===== src/rtl/pcie_x1_sync_rx_if.sv =====
// Handshake and word bus between a foreign-domain source, this receiver and a downstream consumer.
//   req_in   : source request (asynchronous to s_clk)
//   data_in  : source word, stable while req_in is high and until ack_out is seen
//   ack_out  : acknowledge returned to the source
//   dout     : captured word
//   dout_vld : dout valid
//   dout_rdy : downstream ready
// slave  : receiver side (the pcie_x1_sync_rx block)
// master : source/consumer side
interface pcie_x1_sync_rx_if #(
  parameter int unsigned WIDTH = 8
);
  logic             req_in;
  logic [WIDTH-1:0] data_in;
  logic             ack_out;
  logic [WIDTH-1:0] dout;
  logic             dout_vld;
  logic             dout_rdy;

  modport slave (
    input  req_in,
    input  data_in,
    output ack_out,
    output dout,
    output dout_vld,
    input  dout_rdy
  );

  modport master (
    output req_in,
    output data_in,
    input  ack_out,
    input  dout,
    input  dout_vld,
    output dout_rdy
  );
endinterface


===== src/rtl/pcie_x1_sync_rx.sv =====
// Destination end of a four-phase req/ack crossing: synchronises req_in into s_clk,
// captures data_in, offers it on a valid/ready port, then acknowledges the source.
// Ports:
//   s_clk    : block clock
//   rst      : synchronous active-high reset
//   rx       : pcie_x1_sync_rx_if.slave (req_in, data_in, ack_out, dout, dout_vld, dout_rdy)
//   busy     : high whenever the FSM is not idle (decoded from state)
//   xfer_cnt : completed-transfer counter, wraps silently
//   to_err   : sticky ACK_HI timeout error
// Build option: define PCIE_X1_SYNC_RX_TIMEOUT_EN to enable the ACK_HI timeout counter;
// otherwise to_err is tied low. Port list is identical in both builds.
module pcie_x1_sync_rx #(
  parameter int unsigned WIDTH       = 8,
  parameter int unsigned SYNC_STAGES = 2,
  parameter int unsigned TO_CYCLES   = 1024
) (
  input  logic                   s_clk,
  input  logic                   rst,
  pcie_x1_sync_rx_if.slave       rx,
  output logic                   busy,
  output logic [15:0]            xfer_cnt,
  output logic                   to_err
);

  localparam int unsigned CNT_W = 16;

  // Elaboration-time parameter range check
  if (SYNC_STAGES < 2 || SYNC_STAGES > 4 || TO_CYCLES < 1 || TO_CYCLES > 65535) begin : g_bad_param
    $error("pcie_x1_sync_rx: SYNC_STAGES must be 2..4 and TO_CYCLES 1..65535");
  end

  typedef enum logic [1:0] {
    ST_IDLE    = 2'd0,
    ST_CAPTURE = 2'd1,
    ST_OFFER   = 2'd2,
    ST_ACK_HI  = 2'd3
  } state_e;

  state_e                 state_q, state_d;
  logic [SYNC_STAGES-1:0] sync_q, sync_d;
  logic                   ack_q, ack_d;
  logic                   vld_q, vld_d;
  logic [WIDTH-1:0]       dout_q, dout_d;
  logic [CNT_W-1:0]       cnt_q, cnt_d;
  logic                   req_s;

  // req_in synchroniser; the last stage is the only consumer-visible request
  always_comb begin
    sync_d = {sync_q[SYNC_STAGES-2:0], rx.req_in};
  end
  assign req_s = sync_q[SYNC_STAGES-1];

  // Next-state and handshake outputs
  always_comb begin
    state_d = state_q;
    ack_d   = ack_q;
    vld_d   = vld_q;
    dout_d  = dout_q;
    cnt_d   = cnt_q;
    unique case (state_q)
      ST_IDLE: begin
        if (req_s) state_d = ST_CAPTURE;
      end
      ST_CAPTURE: begin
        dout_d  = rx.data_in;
        vld_d   = 1'b1;
        state_d = ST_OFFER;
      end
      ST_OFFER: begin
        // A req_s drop here is a source protocol violation; finish the transfer anyway
        if (rx.dout_rdy) begin
          vld_d   = 1'b0;
          ack_d   = 1'b1;
          cnt_d   = cnt_q + CNT_W'(1);
          state_d = ST_ACK_HI;
        end
      end
      ST_ACK_HI: begin
        if (!req_s) begin
          ack_d   = 1'b0;
          state_d = ST_IDLE;
        end
      end
      default: state_d = ST_IDLE;
    endcase
  end

  // State and output registers
  always_ff @(posedge s_clk) begin
    if (rst) begin
      state_q <= ST_IDLE;
      sync_q  <= '0;
      ack_q   <= 1'b0;
      vld_q   <= 1'b0;
      dout_q  <= '0;
      cnt_q   <= '0;
    end else begin
      state_q <= state_d;
      sync_q  <= sync_d;
      ack_q   <= ack_d;
      vld_q   <= vld_d;
      dout_q  <= dout_d;
      cnt_q   <= cnt_d;
    end
  end

`ifdef PCIE_X1_SYNC_RX_TIMEOUT_EN
  localparam logic [CNT_W-1:0] TO_LIM = CNT_W'(TO_CYCLES);

  logic [CNT_W-1:0] to_cnt_q, to_cnt_d;
  logic             to_err_q, to_err_d;

  // Cycles spent in ACK_HI with the request still up; saturates at the limit
  always_comb begin
    to_cnt_d = to_cnt_q;
    to_err_d = to_err_q;
    if (state_q == ST_OFFER && state_d == ST_ACK_HI) begin
      to_cnt_d = '0;
    end else if (state_q == ST_ACK_HI && req_s && to_cnt_q != TO_LIM) begin
      to_cnt_d = to_cnt_q + CNT_W'(1);
    end
    if (state_q == ST_ACK_HI && to_cnt_d == TO_LIM) to_err_d = 1'b1;
  end

  always_ff @(posedge s_clk) begin
    if (rst) begin
      to_cnt_q <= '0;
      to_err_q <= 1'b0;
    end else begin
      to_cnt_q <= to_cnt_d;
      to_err_q <= to_err_d;
    end
  end

  assign to_err = to_err_q;
`else
  assign to_err = 1'b0;
`endif

  assign rx.ack_out  = ack_q;
  assign rx.dout_vld = vld_q;
  assign rx.dout     = dout_q;
  assign xfer_cnt    = cnt_q;
  assign busy        = (state_q != ST_IDLE);

endmodule


===== src/flat_wrapper.sv =====
// flat-port wrapper written by rule: the top's interface ports become plain ports
module pcie_x1_sync_rx_flat 
#(
  parameter int unsigned WIDTH       = 8,
  parameter int unsigned SYNC_STAGES = 2,
  parameter int unsigned TO_CYCLES   = 1024
)
  (s_clk, rst, busy, xfer_cnt, to_err, rx_req_in, rx_data_in, rx_ack_out, rx_dout, rx_dout_vld, rx_dout_rdy);
  pcie_x1_sync_rx_if #(.WIDTH(WIDTH)) rx_i ();
  input  logic s_clk;
  input  logic rst;
  output logic busy;
  output logic [15:0] xfer_cnt;
  output logic to_err;
  input wire logic [$bits(rx_i.req_in)-1:0] rx_req_in;
  input wire logic [$bits(rx_i.data_in)-1:0] rx_data_in;
  output wire logic [$bits(rx_i.ack_out)-1:0] rx_ack_out;
  output wire logic [$bits(rx_i.dout)-1:0] rx_dout;
  output wire logic [$bits(rx_i.dout_vld)-1:0] rx_dout_vld;
  input wire logic [$bits(rx_i.dout_rdy)-1:0] rx_dout_rdy;
  assign rx_i.req_in = rx_req_in;
  assign rx_i.data_in = rx_data_in;
  assign rx_ack_out = rx_i.ack_out;
  assign rx_dout = rx_i.dout;
  assign rx_dout_vld = rx_i.dout_vld;
  assign rx_i.dout_rdy = rx_dout_rdy;
  pcie_x1_sync_rx #(.WIDTH(WIDTH), .SYNC_STAGES(SYNC_STAGES), .TO_CYCLES(TO_CYCLES)) u_core (.s_clk(s_clk), .rst(rst), .rx(rx_i), .busy(busy), .xfer_cnt(xfer_cnt), .to_err(to_err));
endmodule

===== config.mk =====
export PLATFORM = sky130hd
export DESIGN_NAME = pcie_x1_sync_rx_flat
export DESIGN_NICKNAME = d
export VERILOG_FILES = /design/src/rtl/pcie_x1_sync_rx_if.sv /design/src/rtl/pcie_x1_sync_rx.sv /design/src/flat_wrapper.sv
export SDC_FILE = /design/constraint.sdc
export NUM_CORES = 1
export LEC_CHECK = 0
export ABC_AREA = 0
export CORE_UTILIZATION = 46
export CTS_CLUSTER_DIAMETER = 50
export DETAILED_ROUTE_END_ITERATION = 10
export PLACE_DENSITY = 0.89
export SETUP_SLACK_MARGIN = 0.5
export SLEW_MARGIN = 20
export SYNTH_ARGS = -nofsm -noshare
export SYNTH_HDL_FRONTEND = slang
export SYNTH_SLANG_ARGS = --single-unit

===== constraint.sdc =====
create_clock -name s_clk -period 2.3 [get_ports s_clk]
set_input_delay 0.46 -clock s_clk [delete_from_list [all_inputs] [get_ports s_clk]]
set_output_delay 0.46 -clock s_clk [all_outputs]
set_load 0.03 [all_outputs]

==> flow_metrics.py, run 1 <==
metrics = {
    "outcome": {
        "outcome": "finished clean",
    },
    "sta": {
        "fin_crit_sh_pct": 77.3,
        "final.min_clock_period_ns": 1.78,
        "tightestPinTransition_ns": 0.516,
        "fmax_mhz": 563,
        "drv_slew": 0,
        "worst_clock_skew_ns": 0.00929,
        "max-slew-margin-rel_pct": 65.6,
        "tns_ns": 0,
        "whs_ns": 0.436,
        "setup_viol": 0,
        "grt_setup_unrepaired": "yes",
        "hold_violations": 0,
    },
    "routing": {
        "drtAntennaViolNets": 0,
        "vias_per_cell": 5.25,
        "drc_errors": 0,
        "vias": 1161,
        "wl_per_cell_um": 13.2,
        "first_iter_violations": 20,
        "drtPass1Iterations": 4,
        "routed_wl_um": 2920,
    },
    "worst_setup_path": {
        "critPathLaunchType": "flip-flop",
        "worstPathRequired_ns": 1.84,
        "arrival_ns": 1.32,
        "worstSetupPathType": "reg -> out",
        "worstSetupEndpointType": "output port",
        "worstPathMaxFanout": 4,
    },
    "placement": {
        "gp_congestion": 0.790,
        "place_inst": 211,
        "dpl_cell_area_um2": 1730,
        "dp_hpwl_um": 2150,
        "portBuffers": 38,
    },
    "power_and_ir_drop": {
        "peakVddDrop_mv": 0.677,
        "power.density_nw_per_um2": 770,
        "comb_power_share_pct": 31.7,
        "power_switching_uw": 476,
        "p_clk_share_pct": 23.9,
        "power_frac_seq_pct": 44.4,
        "swShare_pct": 34.7,
        "cellLeakagePower_nw": 0.793,
        "p_int_uw": 897,
    },
    "synth": {
        "synth_compound_area_share_pct": 6.13,
        "synth.distinct_cells": 29,
        "synth_nets": 164,
        "synthXorXnorAreaFrac_pct": 6.60,
        "yosys.area_share.adder_pct": 5.66,
        "syn_area_per_cell_um2": 9.08,
        "muxShareOfSynthArea_pct": 8.49,
        "ys_ff_latch": 30,
        "synth_simple_gate_area_share_pct": 22.5,
        "synth_top_family_by_area": "simple AND/OR/NAND/NOR gates",
        "post_synth_instance_area_um2": 1330,
        "seq_area_frac_synth_pct": 45.3,
        "yosys_warnings": 0,
        "post_synth_inst_count": 146,
    },
    "cells_and_area": {
        "nets": 207,
        "syn2layout_area_growth_pct": 34.4,
        "layout-drive-gt1-share_pct": 12.6,
        "nFillCells": 226,
        "post-route-util_pct": 65.2,
        "design_area_um2": 1780,
        "fin_cells": 221,
        "antenna-diode-count": 0,
    },
    "clock_tree": {
        "htree_levels": 2,
        "cts_buffers": 5,
        "clkTransAtPathRegs_ns": 0.10,
        "clockBufferDepth": 2,
        "cts_root_buf": "clkbuf_4",
        "cts_tree": "built",
        "clk-insertion-delay-late_ns": 0.32,
        "cts_sinks": 30,
    },
    "floorplan": {
        "die_w_um": 55.7,
        "io_pins": 40,
        "die-area_um2": 3100,
        "initial_core_util_pct": 48.5,
        "core_um2": 2730,
        "fp-row-count": 19,
        "die_h_um": 55.7,
    },
    "grt": {
        "grt-ovfl-total": 0,
        "grt_pass1_wl_um": 4930,
        "grt_pass1_vias": 1123,
        "antenna_found_initial": 0,
        "grtUsageTotal_pct": 20.6,
        "grt_max_degree": 18,
    },
    "flow_run": {
        "maxCapViolations": 0,
    },
    "worst_hold_path": {
        "hold_path_class": "reg -> reg",
    },
}
synth_stat cells (all sizes together):
library cell | number | area share (%)
nand4 | 5 | 2.4
xor2 | 4 | 2.6
mux2 | 2 | 1.7
nor2b | 4 | 1.9
and4 | 2 | 1.3
clkbuf | 4 | 1.1
or3 | 2 | 0.94
or4 | 1 | 0.57
nor3 | 4 | 1.5
o221ai | 1 | 0.66
buf | 4 | 2.3
and2 | 1 | 0.47
a22oi | 1 | 0.57
nand2 | 6 | 2.3
o31ai | 1 | 0.57
nor2 | 24 | 6.8
nand3 | 9 | 3.4
inv | 6 | 1.7
ha | 6 | 5.7
a21oi | 7 | 2.6
xnor2 | 6 | 4.0
dfxtp | 30 | 45
mux2i | 9 | 6.8
or2 | 1 | 0.47
o21ai | 3 | 1.1
nor4 | 1 | 0.47
o21bai | 1 | 0.57
conb | 1 | 0.28
worst max-delay path, cell delays in order (launching register included):
cell and delay [ns]:
dfxtp_1 0.40, inv_1 0.11, ha_1 0.21, inv_1 0.08, buf_2 0.19
kinds of logic after synthesis:
logic type               after synthesis
multiplexers                          11
AND/OR/NAND/NOR                       60
adder cells (fa/ha/maj)                6
XOR/XNOR                              10
flip-flops                            30
other                                  1
AO/OA/AOI/OAI                         14
buffers and inverters                 14
power groups by stage:
| stage | logic [mW] | clock network, mW | registers, mW |
|---|---|---|---|
| global route | 0.471 | 0.361 | 0.619 |
| global placement | 0.445 | 0 | 0.616 |
| finish | 0.435 | 0.328 | 0.610 |
| detailed placement | 0.475 | 0 | 0.620 |
| floorplan | 0.229 | 0 | 0.690 |
| CTS | 0.448 | 0.334 | 0.607 |
routing by layer:
metal / part of all wire [%] / up-vias / wire (µm) / track usage [%]
met5: 0 / - / 0 / 0
met4: 3.5 / 0 / 102 / 13.2
met3: 3.6 / 9 / 104 / 4.42
met2: 51 / 35 / 1480 / 35.1
met1: 42 / 535 / 1240 / 23.2
li1: - / 582 / - / -
what timing repair did:
item	4_1_cts	5_1_grt
setup buffers	0	2
endpoints found under the setup margin	30	5
gates resized for setup	33	6
hold buffers	0	0
path summary, 6_finish.rpt:
path	cells past startpoint	startpoint	end	slack (ns)
hold reg to reg	1	u_core.sync_q[0]	u_core.sync_q[1]	0.44
setup / recovery	4	u_core.state_q[1]	busy	0.52
setup reg to reg	6	u_core.state_q[0]	u_core.xfer_cnt[13]	0.60
hold / removal	1	u_core.sync_q[0]	u_core.sync_q[1]	0.44
area by class of cell:
| class | instances | area [µm²] | area share, % |
|---|---|---|---|
| Multi-Input combinational cell | 102 | 669 | 37.5 |
| Sequential cell | 30 | 603 | 33.8 |
| Timing Repair Buffer | 44 | 389 | 21.8 |
| Clock buffer | 7 | 55.1 | 3.09 |
| Tap cell | 31 | 38.8 | 2.18 |
| Inverter | 6 | 22.5 | 1.26 |
| Clock inverter | 1 | 5.00 | 0.281 |
flip-flops by register name (all words and copies together), names as in the netlist:
signal              count
u_core.rx.dout_vld      1
u_core.state_q          2
u_core.xfer_cnt        16
u_core.rx.dout          8
u_core.sync_q           2
u_core.rx.ack_out       1
cell usage in the layout, fill, tap and decap left out, types with 5 or more instances in the layout:
cell type and instances:
dfxtp_1 28, dlygate4sd2_1 25, nor2_1 24, clkdlybuf4s50_1 11
nand3_1 9, mux2i_1 9, a21oi_1 7, xnor2_1 6
buf_4 6, inv_1 5, nand4_1 5, nand2_1 5
ha_1 5, clkbuf_4 5
stage by stage:
step	power (mW)	setup WS [ns]
finish	1.37	0.523
global route	1.45	0.452
detailed placement	1.09	0.117
floorplan	0.919	0.517
CTS	1.39	0.393
global placement	1.06	0.192
Power figures use the tool's default switching activity.
==> inputs of run 2 (changes only) <==
--- a/config.mk
+++ b/config.mk
@@ -6,10 +6,10 @@
 export NUM_CORES = 1
 export LEC_CHECK = 0
 export ABC_AREA = 0
-export CORE_UTILIZATION = 46
+export CORE_UTILIZATION = 41
 export CTS_CLUSTER_DIAMETER = 50
 export DETAILED_ROUTE_END_ITERATION = 10
-export PLACE_DENSITY = 0.89
+export PLACE_DENSITY = 0.84
 export SETUP_SLACK_MARGIN = 0.5
 export SLEW_MARGIN = 20
 export SYNTH_ARGS = -nofsm -noshare
==> constraint.sdc (replaced) <==
create_clock -name s_clk -period 1.55 [get_ports s_clk]
set_input_delay 0.31 -clock s_clk [delete_from_list [all_inputs] [get_ports s_clk]]
set_output_delay 0.31 -clock s_clk [all_outputs]
set_load 0.03 [all_outputs]
==> flow_metrics.py, run 2 (synthesized netlist as in run 1, its figures left out) <==
metrics = {
    "cells_and_area": {
        "layout-drive-gt1-share_pct": 62.1,
        "final_common_cell": "buf_6",
        "nets": 244,
        "syn2layout_area_growth_pct": 86.7,
        "final_cell_mix": "39 x buf_6, 30 x buf_4, 23 x nor2_1, 19 x dfxtp_2, 10 x clkdlybuf4s50_1",
        "multiInputGateArea_um2": 876,
        "seqCellArea_um2": 658,
        "nFillCells": 189,
        "antenna-diode-count": 0,
        "largest_reg_flops": 16,
    },
    "worst_setup_path": {
        "critPathLaunchType": "flip-flop",
        "r2r_start": "u_core.state_q[0]",
        "worstRegToRegCells": 6,
        "worstPathRequired_ns": 1.82,
        "worstPathMaxFanout": 4,
        "r2r_end": "u_core.xfer_cnt[13]",
        "worstSetupPathType": "reg -> reg",
        "arrival_ns": 1.82,
        "r2r_slack_ns": 0.003,
        "worstSetupEndpointType": "flip-flop",
    },
    "grt": {
        "grt_max_degree": 22,
        "grt_pass1_vias": 1335,
        "grt-ovfl-total": 0,
        "grt_pass1_wl_um": 6230,
        "grtUsageTotal_pct": 24.7,
        "antenna_found_initial": 0,
    },
    "floorplan": {
        "io_pins": 40,
        "core_um2": 3050,
        "die-area_um2": 3470,
        "die_h_um": 58.9,
        "initial_core_util_pct": 43.4,
        "die_w_um": 58.9,
        "fp-row-count": 20,
    },
    "clock_tree": {
        "htree_levels": 2,
        "clk-insertion-delay-late_ns": 0.35,
        "clockBufferDepth": 2,
        "cts_buffers": 5,
        "cts_root_buf": "clkbuf_4",
        "cts_tree": "built",
        "cts_sinks": 30,
        "clkTransAtPathRegs_ns": 0.09,
    },
    "worst_hold_path": {
        "hp-start": "u_core.sync_q[0]",
        "hold_path_class": "reg -> reg",
        "whs_endpoint": "u_core.sync_q[1]",
        "min_path_cells": 1,
    },
    "power_and_ir_drop": {
        "power.density_nw_per_um2": 1050,
        "peakVddDrop_mv": 0.874,
        "power.total_mw": 2.59,
        "cellLeakagePower_nw": 1.07,
    },
    "routing": {
        "vias_per_cell": 5.21,
        "drtAntennaViolNets": 0,
        "vias": 1411,
        "drc_errors": 0,
        "wl_per_cell_um": 15.8,
        "routed_wl_um": 4270,
        "drtPass1Iterations": 4,
        "first_iter_violations": 63,
    },
    "placement": {
        "place_ws_ns": -0.328,
        "gp_congestion": 0.758,
        "portBuffers": 38,
        "dp_hpwl_um": 2220,
    },
    "sta": {
        "setup_viol": 0,
        "fin_crit_sh_pct": 99.8,
        "final.min_clock_period_ns": 1.55,
        "drv_slew": 0,
        "worst_slack_ns": 0.00324,
        "worst_clock_skew_ns": 0.0101,
        "fmax_mhz": 647,
        "grt_setup_unrepaired": "yes",
        "hold_violations": 0,
    },
    "outcome": {
        "outcome": "finished clean",
    },
    "flow_run": {
        "maxCapViolations": 0,
    },
}
-- run 2: changes by cell type in the layout (fill, tap and decap cells not counted), sizes merged --
cell	change
clkbuf	+2
clkinv	-1
buf	+62
clkdlybuf4s15	-1
clkdlybuf4s50	-1
dlygate4sd2	-24
-- run 2: how the worst max path moves through the flow --
stage | start | endpoint | depth (start not counted) | slack, ns
detailed placement | rx_dout_rdy | u_core.xfer_cnt[15] | 5 | -0.33
global placement | rx_dout_rdy | u_core.xfer_cnt[15] | 5 | -0.26
CTS | u_core.state_q[0] | busy | 5 | 0.07
finish | u_core.state_q[0] | u_core.xfer_cnt[13] | 6 | 0.003
floorplan | u_core.state_q[0] | u_core.xfer_cnt[15] | 8 | -0.06
global route | u_core.state_q[0] | u_core.xfer_cnt[9] | 8 | -0.03
-- run 2: final cells by class --
class                   count  share of cell area (%)
repair buffers             81                    31.5
inverters                   6                    1.11
clock buffers               8                    3.18
flip-flops and latches     30                    26.6
well taps                  44                    2.22
multi-input cells         102                    35.4
-- run 2: critical path, stage by stage (launching register included) --
cell,delay (ns)
dfxtp_2,0.34
inv_2,0.08
ha_4,0.15
and4_4,0.27
nand2_4,0.07
or4_4,0.42
a21oi_2,0.15
-- run 2: repair_timing --
action,in CTS,in global routing
endpoints found under the setup margin,55,57
resized for setup,232,28
hold buffers,0,0
gates cloned,1,0
pin swaps,17,12
buffers inserted,16,11
-- run 2: metrics by stage --
step / utilization [%] / hold slack [ns] / std cells / TNS, ns / instance area [µm²]
2_1_floorplan: - / 0.414 / 146 / -0.0775 / 1410
3_3_place_gp: 62.1 / 0.421 / 235 / -1.97 / 1900
3_5_place_dp: 62.1 / 0.437 / 235 / -2.73 / 1900
4_1_cts: 75.4 / 0.458 / 260 / 0 / 2300
5_1_grt: 81.1 / 0.480 / 271 / -0.0737 / 2480
6_report: 81.1 / 0.450 / 271 / 0 / 2480
-- run 2: report_power, final --
group | total, mW | internal [mW] | switching, mW
logic | 1.07 | 0.549 | 0.523
clock network | 0.596 | 0.310 | 0.287
registers | 0.922 | 0.855 | 0.0675
-- run 2: layer usage --
layer,up-vias,wire length (µm),GRT usage (%)
met4,0,95,12.9
met1,701,1640,24.9
li1,653,-,-
met5,-,0,0
met2,46,2370,46.3
met3,11,175,5.93
